File: src/rtl/bin_to_bcd_seq.sv
// Sequential binary-to-BCD converter (double dabble).
// One iteration per clock: W_BIN shift cycles plus a single DONE cycle.
// Digits that fall off the top of the working register set the overflow
// flag; the low N_DIGITS decimal digits stay correct either way.

// Per-digit double-dabble correction: add 3 to any digit >= 5 so that the
// following left shift carries correctly into the next decimal digit.
module bcd_digit_adj (
  input  logic [3:0] dig_i,
  output logic [3:0] dig_o
);
  assign dig_o = (dig_i >= 4'd5) ? dig_i + 4'd3 : dig_i;
endmodule

module bin_to_bcd_seq #(
  parameter int W_BIN    = 27,
  parameter int N_DIGITS = 8
) (
  input  logic                  clk,
  input  logic                  reset,
  input  logic                  start,
  input  logic [W_BIN-1:0]      bin,
  output logic                  busy,
  output logic                  done,
  output logic [4*N_DIGITS-1:0] bcd,
  output logic                  ovf
);
  localparam int CNT_W = $clog2(W_BIN + 1);

  typedef enum logic [1:0] {IDLE, SHIFT, DONE} state_e;

  state_e                     state_q, state_d;
  logic [W_BIN-1:0]           bin_q, bin_d;
  logic [N_DIGITS-1:0][3:0]   work_q, work_d;
  logic                       acc_q, acc_d;
  logic [CNT_W-1:0]           cnt_q, cnt_d;
  logic [N_DIGITS-1:0][3:0]   bcd_q, bcd_d;
  logic                       ovf_q, ovf_d;

  // Corrected digits and the result of shifting {corrected, bin MSB} left.
  logic [N_DIGITS-1:0][3:0]   work_adj;
  logic [N_DIGITS-1:0][3:0]   work_shl;
  logic                       shift_out;

  // One correction unit per BCD digit.
  for (genvar g = 0; g < N_DIGITS; g++) begin : g_digit
    bcd_digit_adj u_adj (
      .dig_i (work_q[g]),
      .dig_o (work_adj[g])
    );
  end

  // Bit leaving the top digit feeds the overflow accumulator.
  assign {shift_out, work_shl} = {work_adj, bin_q[W_BIN-1]};

  // Next-state and datapath control; everything holds unless a state acts.
  always_comb begin
    state_d = state_q;
    bin_d   = bin_q;
    work_d  = work_q;
    acc_d   = acc_q;
    cnt_d   = cnt_q;
    bcd_d   = bcd_q;
    ovf_d   = ovf_q;
    case (state_q)
      IDLE: begin
        if (start) begin
          bin_d   = bin;
          work_d  = '0;
          acc_d   = 1'b0;
          cnt_d   = CNT_W'(W_BIN);
          state_d = SHIFT;
        end
      end
      SHIFT: begin
        work_d = work_shl;
        bin_d  = bin_q << 1;
        acc_d  = acc_q | shift_out;
        cnt_d  = cnt_q - CNT_W'(1);
        // Last iteration: publish the result on the same edge that enters
        // DONE so bcd/ovf are already valid while done is high.
        if (cnt_q == CNT_W'(1)) begin
          state_d = DONE;
          bcd_d   = work_shl;
          ovf_d   = acc_q | shift_out;
        end
      end
      DONE: begin
        // start is deliberately not looked at here; it is not queued.
        state_d = IDLE;
      end
      default: state_d = IDLE;
    endcase
  end

  // State and datapath registers, cleared asynchronously by reset.
  always_ff @(posedge clk or posedge reset) begin
    if (reset) begin
      state_q <= IDLE;
      bin_q   <= '0;
      work_q  <= '0;
      acc_q   <= 1'b0;
      cnt_q   <= '0;
      bcd_q   <= '0;
      ovf_q   <= 1'b0;
    end else begin
      state_q <= state_d;
      bin_q   <= bin_d;
      work_q  <= work_d;
      acc_q   <= acc_d;
      cnt_q   <= cnt_d;
      bcd_q   <= bcd_d;
      ovf_q   <= ovf_d;
    end
  end

  assign busy = (state_q != IDLE);
  assign done = (state_q == DONE);
  assign bcd  = bcd_q;
  assign ovf  = ovf_q;

endmodule

File: config.mk
export PLATFORM = sky130hd
export DESIGN_NAME = bin_to_bcd_seq
export DESIGN_NICKNAME = d
export VERILOG_FILES = /design/src/rtl/bin_to_bcd_seq.sv
export SDC_FILE = /design/constraint.sdc
export NUM_CORES = 1
export LEC_CHECK = 0
export ABC_AREA = 1
export BUFFER_PORTS_ARGS = -buffer_cell sky130_fd_sc_hd__buf_2
export CAP_MARGIN = 15
export CORE_MARGIN = 3
export CORE_UTILIZATION = 45
export CTS_CLUSTER_SIZE = 20
export DETAILED_ROUTE_END_ITERATION = 10
export PLACE_DENSITY_LB_ADDON = 0.05
export SYNTH_ARGS = -nofsm -noshare
export SYNTH_HDL_FRONTEND = slang
export SYNTH_HIERARCHICAL = 1
export SYNTH_SLANG_ARGS = --single-unit
export TNS_END_PERCENT = 20
File: constraint.sdc
create_clock -name clk -period 8.4 [get_ports clk]
set_input_delay 0.84 -clock clk [delete_from_list [all_inputs] [get_ports clk]]
set_output_delay 0.84 -clock clk [all_outputs]
set_load 0.01 [all_outputs]
# Yosys cells after proc, flatten, opt, wreduce, memory -nomap -nowiden
# Index checks and enable logic that the tools add are counted.
classes:
  n_addsub: 9
  n_lt_le_gt_ge: 8
  eq_ne: 5
  n_mux: 19
  n_bitwise: 1
  reduce_logical: 6
op_table:
  columns: ["op", "n"]
  rows:
  - ["$pmux 32 s2", 1]
  - ["$pmux 27 s2", 1]
  - ["$add 4x2->4 const B", 8]
  - ["$ge 4x3->1 const B", 8]
  - ["$mux 32", 1]
  - ["$mux 4", 8]
  - ["$mux 27", 1]
  - ["$pmux 5 s2", 1]
  - ["$reduce_and 2->1", 3]
  - ["$eq 5x1->1 const B", 1]
  - ["$mux 5", 1]
  - ["$sub 5x1->5 const B", 1]
  - ["$mux 2", 2]
  - ["$ne 2x2->1 const B", 2]
  - ["$pmux 2 s2", 1]
  - ["$reduce_bool 2->1", 2]
  - ["$eq 2x1->1 const B", 1]
  - ["$eq 2x2->1 const B", 1]
  - ["$logic_not 2->1", 1]
  - ["$pmux 1 s2", 1]
  - ["$mux 1", 1]
  - ["$or 1x1->1", 1]
word_totals:
  regBits: 100
  input_bits: 30
  out_inout_bits: 35
  elab_cells: 69

# Logic depth before layout (Yosys ltp)
# Gate-level depths: netlist of the first run.
depth:
  ltp_word: 4
  mapped_depth: 9
  mapped_depth_nobuf: 9

# Cells and area by module
# Netlist of the first run, hierarchy kept.
by_module_without_submodules:
  columns: ["module", "instances", "cells_per_inst", "area_per_inst_um2"]
  rows:
  - ["bin_to_bcd_seq", 1, 521, 4340.4]
  - ["bcd_digit_adj", 8, 23, 135.1]

# Worst setup path before layout of the first run
# Ideal clock, no wire load.
synth_timing:
  path_kind: "input to register"
  from: "in start"
  to: "reg work_q[10] (netlist name)"
  setup_ps: 65
  arrival_ps: 1419
  required_time_ps: 8335
  path_slack_ps: 6915
  cell_stages: 5
  path_buffers: 2
  path_cell_list: "nand2_1 > buf_2 > buf_2 > nand3_1 > nand2_1"
synth_via:
  elab_chain_len: 2
synth_lines:
  columns: ["item", "line", "text"]
  rows:
  - ["start: declaration", "21", "input logic start,"]
  - ["$ne 2x2->1 (no source line)", null, null]
  - ["$reduce_and 2->1 (no source line)", null, null]
  - ["end signal: assignment", "109", "work_q <= work_d;"]
  - ["end: declaration", "34", "logic [N_DIGITS-1:0][3:0] work_q, work_d;"]
# Every way passes these cells.
# A chain may end at the register's enable or synchronous reset.

# Worst setup path after layout of the first run
layout_timing:
  from: "reg cnt_q[1]"
  to: "reg bcd_q, in the netlist bcd[20]"
layout_via:
  elab_chain_len: 2
layout_lines:
  columns: ["item", "line", "text"]
  rows:
  - ["start: declaration", "36", "logic [CNT_W-1:0] cnt_q, cnt_d;"]
  - ["start signal: assignment", "111", "cnt_q <= cnt_d;"]
  - ["$eq 5x1->1", "82", "if (cnt_q == CNT_W'(1)) begin"]
  - ["$reduce_and 2->1 (no source line)", null, null]
  - ["end signal: assignment", "104", "bcd_q <= '0;"]
  - ["end signal: assignment", "112", "bcd_q <= bcd_d;"]
  - ["end: declaration", "37", "logic [N_DIGITS-1:0][3:0] bcd_q, bcd_d;"]
# Every way passes these cells.

==> flow_summary.toml, run 1 <==
[logic_synthesis]
yosys_warnings = 6
synth_most_common_cell = "nand2_1"
syn_nets = 753
synthArstFlopShare = 1.000
synth_edf_count = 0
netlist_area_um2 = 5421
synth_area_leader_cell = "dfrtp_1"
synth_top_area_share = 0.4616
seq_area_frac_synth = 0.4616
synth_common_cells = "241 x nand2_1, 106 x nand3_1, 100 x dfrtp_1"
netlist_instances = 705
yosys-top-cells-area = "dfrtp_1 46%, nand2_1 17%, nand3_1 9.8%"
synth.avg_cell_area_um2 = 7.690
synthFlopType = "dfrtp_1"
synth_seq_cells = 100
synth_cell_types = 21

[routing]
dr.pass1.iters = 4
drt_iter0_markers = 309
wl_per_cell_um = 12.53
drc = 0
vias = 4453
ant_nets = 0
totalWireLength_mm = 11.29
vias_per_cell = 4.942

[placed_design]
gp_congestion = 0.8677
placed_area_um2 = 5783
dp_hpwl_mm = 7.372
io_buffers = 64
dp_slack_ns = 5.824

[sta]
fin_hold_ws_ns = 0.4675
worst_slack_ns = 5.974
fin_crit_ns = 2.426
maxSlewViolCount = 0
maxSlewHeadroom = 0.4352
final-hold-violation-count = 0
fin_crit_sh = 0.2888
skew_ns = 0.003925
clock.fmax_ghz = 0.4122
setup_tns_ns = 0
tightest_slew_ns = 0.8452
setup_violations = 0
grt_setup_unrepaired = "false"

[finish]
final_layout_size_suffix_gt1_frac = 0.1847
area_growth_pct = 12.88
final_net_count = 801
design_area_um2 = 6120
antennaDiodeCount = 0
regArea_um2 = 2502
multi_input_area_um2 = 2419
fill_cells = 1159

[floorplan]
die_area_um2 = 13400
die_x_um = 115.8
io_pins = 65
die_height_um = 115.8
initial_utilization = 0.4668
coreArea_um2 = 11610
std_cell_rows = 39

[setup_path]
path_max_fanout = 35
cp_data_required_time_ns = 8.63
path_class = "flip-flop to flip-flop"
arrival_ns = 2.66
end_kind = "flip-flop"
cp-start-kind = "flip-flop"

[clocking]
cts.sinks = 100
cts_resized = 0
cts_htree_levels = 3
cts-root-buf = "clkbuf_16"
postCtsHoldBufs = 0
post-cts-setup-buffer-count = 0
clk_pin_slew_ns = 0.06
numCtsBuffers = 9
clock_path_buffers = 2
cts_tree = "built"
clk_latency_ns = 0.34

[global_route]
grt_usage = 0.1819
antenna_found_initial = 0
grt_pass1_vias = 4374
grt-ovfl-total = 0
grt_pass1_wl_mm = 19.79
grt_max_degree = 80

[outcome]
outcome = "finished, final reports clean"

[power]
irDropWorstVdd_v = 0.0001880
p_leak_nw = 3.363
totalPowerFinal_mw = 2.420
p_per_area_nw_per_um2 = 395.5

[hold_path]
hp-class = "flip-flop to flip-flop"

[job]
drv_cap = 0
-- worst paths after layout --
check                                            to                  from  slack [ns]  depth (start not counted)
worst max-delay path            bcd[20]$_DFFE_PP0P_  cnt_q[1]$_DFFE_PP0P_        5.97                          7
worst min-delay path            bcd[10]$_DFFE_PP0P_   bcd[10]$_DFFE_PP0P_        0.47                          2
worst min register to register  bcd[10]$_DFFE_PP0P_   bcd[10]$_DFFE_PP0P_        0.47                          2
min in group asynchronous        bcd[5]$_DFFE_PP0P_                 reset        0.58                          2
worst max register to register  bcd[20]$_DFFE_PP0P_  cnt_q[1]$_DFFE_PP0P_        5.97                          7
max in group asynchronous       bcd[25]$_DFFE_PP0P_                 reset        6.73                          3
-- metrics by stage --
| stage | instances | utilization |
|---|---|---|
| 2_1_floorplan | 705 | - |
| 3_3_place_gp | 885 | 0.4980 |
| 3_5_place_dp | 885 | 0.4980 |
| 4_1_cts | 901 | 0.5269 |
| 5_1_grt | 901 | 0.5269 |
| 6_report | 901 | 0.5269 |
-- placed cells by master, fill, tap and decap left out, drive strengths merged, types with 8 or more instances in the layout --
| cell type | Yosys | routed |
|---|---|---|
| o21ai | 54 | 54 |
| nand3 | 106 | 106 |
| buf | 27 | 68 |
| a21oi | 8 | 8 |
| dfrtp | 100 | 100 |
| ha | 18 | 18 |
| nor2 | 45 | 45 |
| inv | 88 | 88 |
| nand2 | 252 | 252 |
| clkbuf | 4 | 12 |
-- routing by layer --
layer | vias up | track usage | wire (um)
met4 | 0 | 0.07579 | 249
met5 | - | 0 | 0
met2 | 70 | 0.2988 | 5301
li1 | 2296 | - | -
met3 | 17 | 0.02977 | 321
met1 | 2070 | 0.2396 | 5419
-- final cells by class --
class / instances / area share
sequential: 100 / 0.4089
multi-input combinational: 486 / 0.3952
timing repair buffer: 68 / 0.05725
inverter: 88 / 0.05439
clock buffer: 12 / 0.04355
tap: 143 / 0.02924
clock inverter: 4 / 0.01145
-- critical path: stages (launching register included) --
cell and delay (ns):
dfrtp_1 0.37, inv_1 0.10, ha_1 0.15, nand2_1 0.08, nor2_4 0.67, nand2_2 0.65
nand2_1 0.21, nand2_1 0.06
-- kinds of logic (layout without fill, tap and decap cells) --
family,Yosys count,after routing,synth area share
simple gates,404,404,0.3335
buf+inv,119,172,0.09231
flops,100,100,0.4616
compound gates,64,64,0.07108
fa+ha+maj,18,18,0.04154
-- registers in the layout (all words and copies together), names as in the netlist --
name     cells
bcd         32
work_q      32
bin_q       27
cnt_q        5
state_q      2
acc_q        1
ovf          1
-- power breakdown --
group | switching, mW | internal [mW] | leakage (nW)
sequential | 0.138 | 0.702 | 1.23
combinational | 0.723 | 0.399 | 1.96
clock | 0.174 | 0.284 | 0.169
(Power assumes the default switching activity.)
==> run 2: changes to the inputs <==
Clock period 8.4 ns to 2.11 ns, I/O delays scaled along.
==> run 2 against run 1 <==
Compared with the run above:
- critical path depth down 1
- worst setup slack worse by 5.3 ns
- highest routed layer unchanged
- register-to-register slack worse by 5.3 ns
- critical endpoint is now bcd[27]$_DFFE_PP0P_
- maximum frequency up 64%
- utilization up 0.31 points
- combinational power rose to 4.0 times the previous value
- largest cell class unchanged
- final area up 0.59%
- non-clock buffer count up 9
- clock power rose to 3.5 times the previous value
- largest power group unchanged
- final cell count up 0.89%
- via count up 0.43%
- clock skew up 0.0022 ns
==> flow_summary.toml, run 2 (synthesis gave the netlist of run 1 again) <==
[global_route]
grt_pass1_wl_mm = 20.32
antenna_found_initial = 0
grt_max_degree = 56
grt_pass1_vias = 4466
grt_usage = 0.1861
grt-ovfl-total = 0

[hold_path]
hp-class = "input port to flip-flop"
min_to = "bin_q[23]$_DFFE_PP0P_"
hp-start = "bin[23]"
whs_path_depth = 3

[setup_path]
regToRegEndpoint = "bcd[27]$_DFFE_PP0P_"
path_class = "flip-flop to flip-flop"
cp-start-kind = "flip-flop"
cp_data_required_time_ns = 2.38
end_kind = "flip-flop"
arrival_ns = 1.75
r2r_slack_ns = 0.63
worstReg2RegStart = "state_q[1]$_DFFE_PP0P_"
path_max_fanout = 53
crit_path_frequent_cell = "inv_2"
worst_r2r_path_depth = 6
crit_chain = "inv_2, nand2_2, inv_2, buf_4, nand3_1, nand2_1"
max_stage_delay_ns = 0.46
cp_slowest_cell = "buf_4"

[floorplan]
die_x_um = 115.8
initial_utilization = 0.4668
die_area_um2 = 13400
std_cell_rows = 39
die_height_um = 115.8
coreArea_um2 = 11610
io_pins = 65

[sta]
maxSlewViolCount = 0
fin_crit_sh = 0.7012
fin_hold_ws_ns = 0.08624
setup_tns_ns = 0
maxSlewHeadroom = 0.6445
fin_crit_ns = 1.480
setup_violations = 0
skew_ns = 0.006093
tightest_slew_ns = 0.5333
grt_setup_unrepaired = "false"
clock.fmax_ghz = 0.6759
final-hold-violation-count = 0

[power]
swShare = 0.4350
share_seq_of_total_power = 0.354
p_leak_nw = 3.382
p_per_area_nw_per_um2 = 1539
power_frac_comb = 0.477
switchingPower_mw = 4.120
totalPowerFinal_mw = 9.472
cell_internal_pwr_mw = 5.352
irDropWorstVdd_v = 0.0005329
p_clk_frac = 0.168

[routing]
wl_per_cell_um = 12.42
drc = 0
totalWireLength_mm = 11.29
ant_nets = 0
dr.pass1.iters = 4
vias_per_cell = 4.920
drt_iter0_markers = 235
vias = 4472

[clocking]
cts_htree_levels = 3
clock_path_buffers = 2
cts_resized = 0
clk_latency_ns = 0.34
numCtsBuffers = 9
clk_pin_slew_ns = 0.06
cts-root-buf = "clkbuf_16"
cts_tree = "built"
cts.sinks = 100

[finish]
layout_commonest_cell = "nand2_1"
antennaDiodeCount = 0
layout_common_cells = "241 x nand2_1, 106 x nand3_1, 100 x dfrtp_1"
design_area_um2 = 6156
regArea_um2 = 2502
fill_cells = 1147
area_growth_pct = 13.55
stdcell_count = 909
multi_input_area_um2 = 2419
final_layout_size_suffix_gt1_frac = 0.1906
final_net_count = 810

[placed_design]
dp_hpwl_mm = 7.666
placed_area_um2 = 5857
gp_congestion = 0.7939
io_buffers = 64
placedCellCount = 893

[outcome]
outcome = "finished, final reports clean"

[job]
drv_cap = 0
[run 2: area by class of cell]
class | instances | area share
well taps | 143 | 0.02907
clock inverters | 1 | 0.0008130
inverters | 88 | 0.05427
flip-flops and latches | 100 | 0.4065
repair buffers | 77 | 0.07033
clock buffers | 14 | 0.04614
multi-input cells | 486 | 0.3929
[run 2: power by group through the flow]
stage / combinational (mW) / clock [mW] / sequential, mW
after floorplan: 3.49 / 0 / 3.39
after global placement: 4.46 / 0 / 3.36
after detailed placement: 4.56 / 0 / 3.39
after CTS: 4.59 / 1.66 / 3.36
after global routing: 5.28 / 1.73 / 3.49
final: 4.52 / 1.60 / 3.36
[run 2: what timing repair did]
| item | in CTS | in global routing |
|---|---|---|
| hold buffers | 1 | 0 |
| endpoints found under the hold margin | 12 | 0 |
| buffers inserted | 0 | 0 |
[run 2: per-layer routing]
metal | global-route usage | share of wire | vias to the layer above
li1 | - | - | 2321
met1 | 0.2382 | 0.48 | 2066
met2 | 0.3126 | 0.47 | 74
met3 | 0.03864 | 0.040 | 11
met4 | 0.06806 | 0.011 | 0
met5 | 0 | 0 | -
[run 2: worst max-delay path, delay by kind of cell, from the launching register on]
| kind | cells | cell delay, ns |
|---|---|---|
| flip-flops | 1 | 0.37 |
| buffers and inverters | 3 | 0.65 |
| AND/OR/NAND/NOR | 3 | 0.37 |
[run 2: how the worst max path moves through the flow]
stage	cells past startpoint	from	slack, ns	end
2_1_floorplan	1	reset	0.71	acc_q$_DFFE_PP0P_
3_3_place_gp	6	state_q[1]$_DFFE_PP0P_	0.65	bcd[8]$_DFFE_PP0P_
3_5_place_dp	6	state_q[1]$_DFFE_PP0P_	0.64	bcd[27]$_DFFE_PP0P_
4_1_cts	7	cnt_q[0]$_DFFE_PP0P_	0.61	bcd[3]$_DFFE_PP0P_
5_1_grt	6	state_q[1]$_DFFE_PP0P_	0.47	work_q[4]$_DFFE_PP0P_
6_report	6	state_q[1]$_DFFE_PP0P_	0.63	bcd[27]$_DFFE_PP0P_
[run 2: metrics by stage]
step | worst slack (ns) | utilization
5_1_grt | 0.4679 | 0.5301
4_1_cts | 0.6087 | 0.5301
6_report | 0.6304 | 0.5301
3_5_place_dp | 0.6374 | 0.5043
2_1_floorplan | 0.7094 | -
3_3_place_gp | 0.6509 | 0.5043
==> run 3: changes to the inputs <==
Clock period 2.11 ns to 1.2 ns, I/O delays scaled along.
==> run 3 against run 2 <==
Compared with the run above:
- largest cell class is now multi-input gates
- critical path depth up 1
- global-route usage increased by 0.97 points
- the flow now finishes with violations (setup timing)
- sequential power is 77% higher
- via count grew 6.5%
==> flow_summary.toml, run 3 (synthesis gave the netlist of run 1 again) <==
[setup_path]
worst_r2r_path_depth = 7
cp_num_buf_inv = 1
crit_path_frequent_cell = "nand2_4"
cp_slowest_cell = "dfrtp_1"
regToRegEndpoint = "bcd[18]$_DFFE_PP0P_"
cp_num_cells = 7
worstReg2RegStart = "cnt_q[0]$_DFFE_PP0P_"
arrival_ns = 1.60
path_max_fanout = 7
cp-start-kind = "flip-flop"
path_delay_family = "simple AND/OR/NAND/NOR gates"
endpoint = "bcd[18]$_DFFE_PP0P_"
max_stage_delay_ns = 0.43
crit_start = "cnt_q[0]$_DFFE_PP0P_"
end_kind = "flip-flop"
cp_data_required_time_ns = 1.44
path_class = "flip-flop to flip-flop"
crit_chain = "ha_4, nand2_4, nor2_4, nand2_4, clkbuf_16, nand2_2, nand2_1"
r2r_slack_ns = -0.16

[sta]
clock.fmax_ghz = 0.7338
fin_crit_sh = 1.136
fin_hold_ws_ns = 0.007614
tightest_slew_ns = 0.2834
setup_tns_ns = -5.180
skew_ns = 0.006034
grt_setup_unrepaired = "true"
fin_crit_ns = 1.363
setup_violations = 57
final-hold-violation-count = 0
maxSlewViolCount = 0
worst_slack_ns = -0.1628
maxSlewHeadroom = 0.8111

[finish]
stdcell_count = 957
regArea_um2 = 2505
final_net_count = 857
layout_commonest_cell = "nand2_1"
antennaDiodeCount = 0
area_growth_pct = 30.16
multi_input_area_um2 = 2755
design_area_um2 = 7057
final_layout_size_suffix_gt1_frac = 0.3464
fill_cells = 1106
layout_common_cells = "196 x nand2_1, 106 x nand3_1, 98 x dfrtp_1"

[clocking]
clk_pin_slew_ns = 0.06
clk_latency_ns = 0.34
cts_tree = "built"
cts-root-buf = "clkbuf_16"
cts.sinks = 100
cts_htree_levels = 3
clock_path_buffers = 2
numCtsBuffers = 9

[routing]
vias_per_cell = 4.978
drc = 0
totalWireLength_mm = 12.60
dr.pass1.iters = 4
vias = 4764
ant_nets = 0
wl_per_cell_um = 13.16
drt_iter0_markers = 278

[floorplan]
die_height_um = 115.8
io_pins = 65
std_cell_rows = 39
coreArea_um2 = 11610
die_area_um2 = 13400
die_x_um = 115.8
initial_utilization = 0.4668

[power]
irDropWorstVdd_v = 0.001128
p_per_area_nw_per_um2 = 2667
p_leak_nw = 3.699

[outcome]
failed_checks = "setup timing"
outcome = "complete, but fails checks"

[job]
drv_cap = 0

[placed_design]
placed_area_um2 = 6192
dp_slack_ns = -0.1915
gp_congestion = 0.8753
dp_hpwl_mm = 8.218
io_buffers = 64
placedCellCount = 926

[hold_path]
hp-class = "input port to flip-flop"

[global_route]
grt-ovfl-total = 0
antenna_found_initial = 0
grt_usage = 0.1958
grt_pass1_vias = 4699
grt_max_degree = 50
grt_pass1_wl_mm = 21.25
==> run 3: cell type report <==
type,instances,area share
flip-flops and latches,100,0.3550
multi-input cells,486,0.3904
clock inverters,3,0.002837
inverters,88,0.04840
well taps,143,0.02535
repair buffers,124,0.1397
clock buffers,13,0.03830
==> run 3: worst min path at each step <==
stage / from / end / slack, ns / depth (start not counted)
floorplan: bin[23] / bin_q[23]$_DFFE_PP0P_ / 0.24 / 2
global placement: reset / bin_q[2]$_DFFE_PP0P_ / 0.09 / 2
detailed placement: reset / bin_q[2]$_DFFE_PP0P_ / 0.09 / 2
CTS: bin[25] / bin_q[25]$_DFFE_PP0P_ / 0.003 / 3
global route: bin[22] / bin_q[22]$_DFFE_PP0P_ / 0.02 / 3
finish: bin[21] / bin_q[21]$_DFFE_PP0P_ / 0.008 / 3
==> run 3: stage by stage <==
stage	power [mW]	util
2_1_floorplan	12.10	-
3_3_place_gp	14.39	0.5332
3_5_place_dp	14.67	0.5332
4_1_cts	18.06	0.5802
5_1_grt	20.56	0.6076
6_report	18.82	0.6076
==> run 3: routing by layer <==
layer  vias up  global-route usage  wire (um)
met5         -                   0          0
met4         0             0.07270        223
met3        16             0.03185        380
met2        79              0.3410       6183
li1       2411                   -          -
met1      2258              0.2452       5809
==> run 3: timing repair <==
| action | 4_1_cts | 5_1_grt |
|---|---|---|
| pin swaps | 43 | 29 |
| buffers inserted | 5 | 3 |
| cloned | 1 | 2 |
| hold buffers | 4 | 0 |
| endpoints found under the setup margin | 84 | 97 |
| gates resized for setup | 57 | 93 |
| endpoints found under the hold margin | 10 | 0 |
==> run 3: where the power goes <==
group / total, mW / switching (mW) / leakage [nW] / internal, mW
Clock: 2.82 / 1.24 / 0.138 / 1.57
Sequential: 5.95 / 1.04 / 1.23 / 4.92
Combinational: 10.0 / 5.87 / 2.33 / 4.18
==> run 3: worst min-delay path, stage by stage <==
cell and delay, ns:
buf_2 0.07, nand2_1 0.04, o211ai_1 0.07
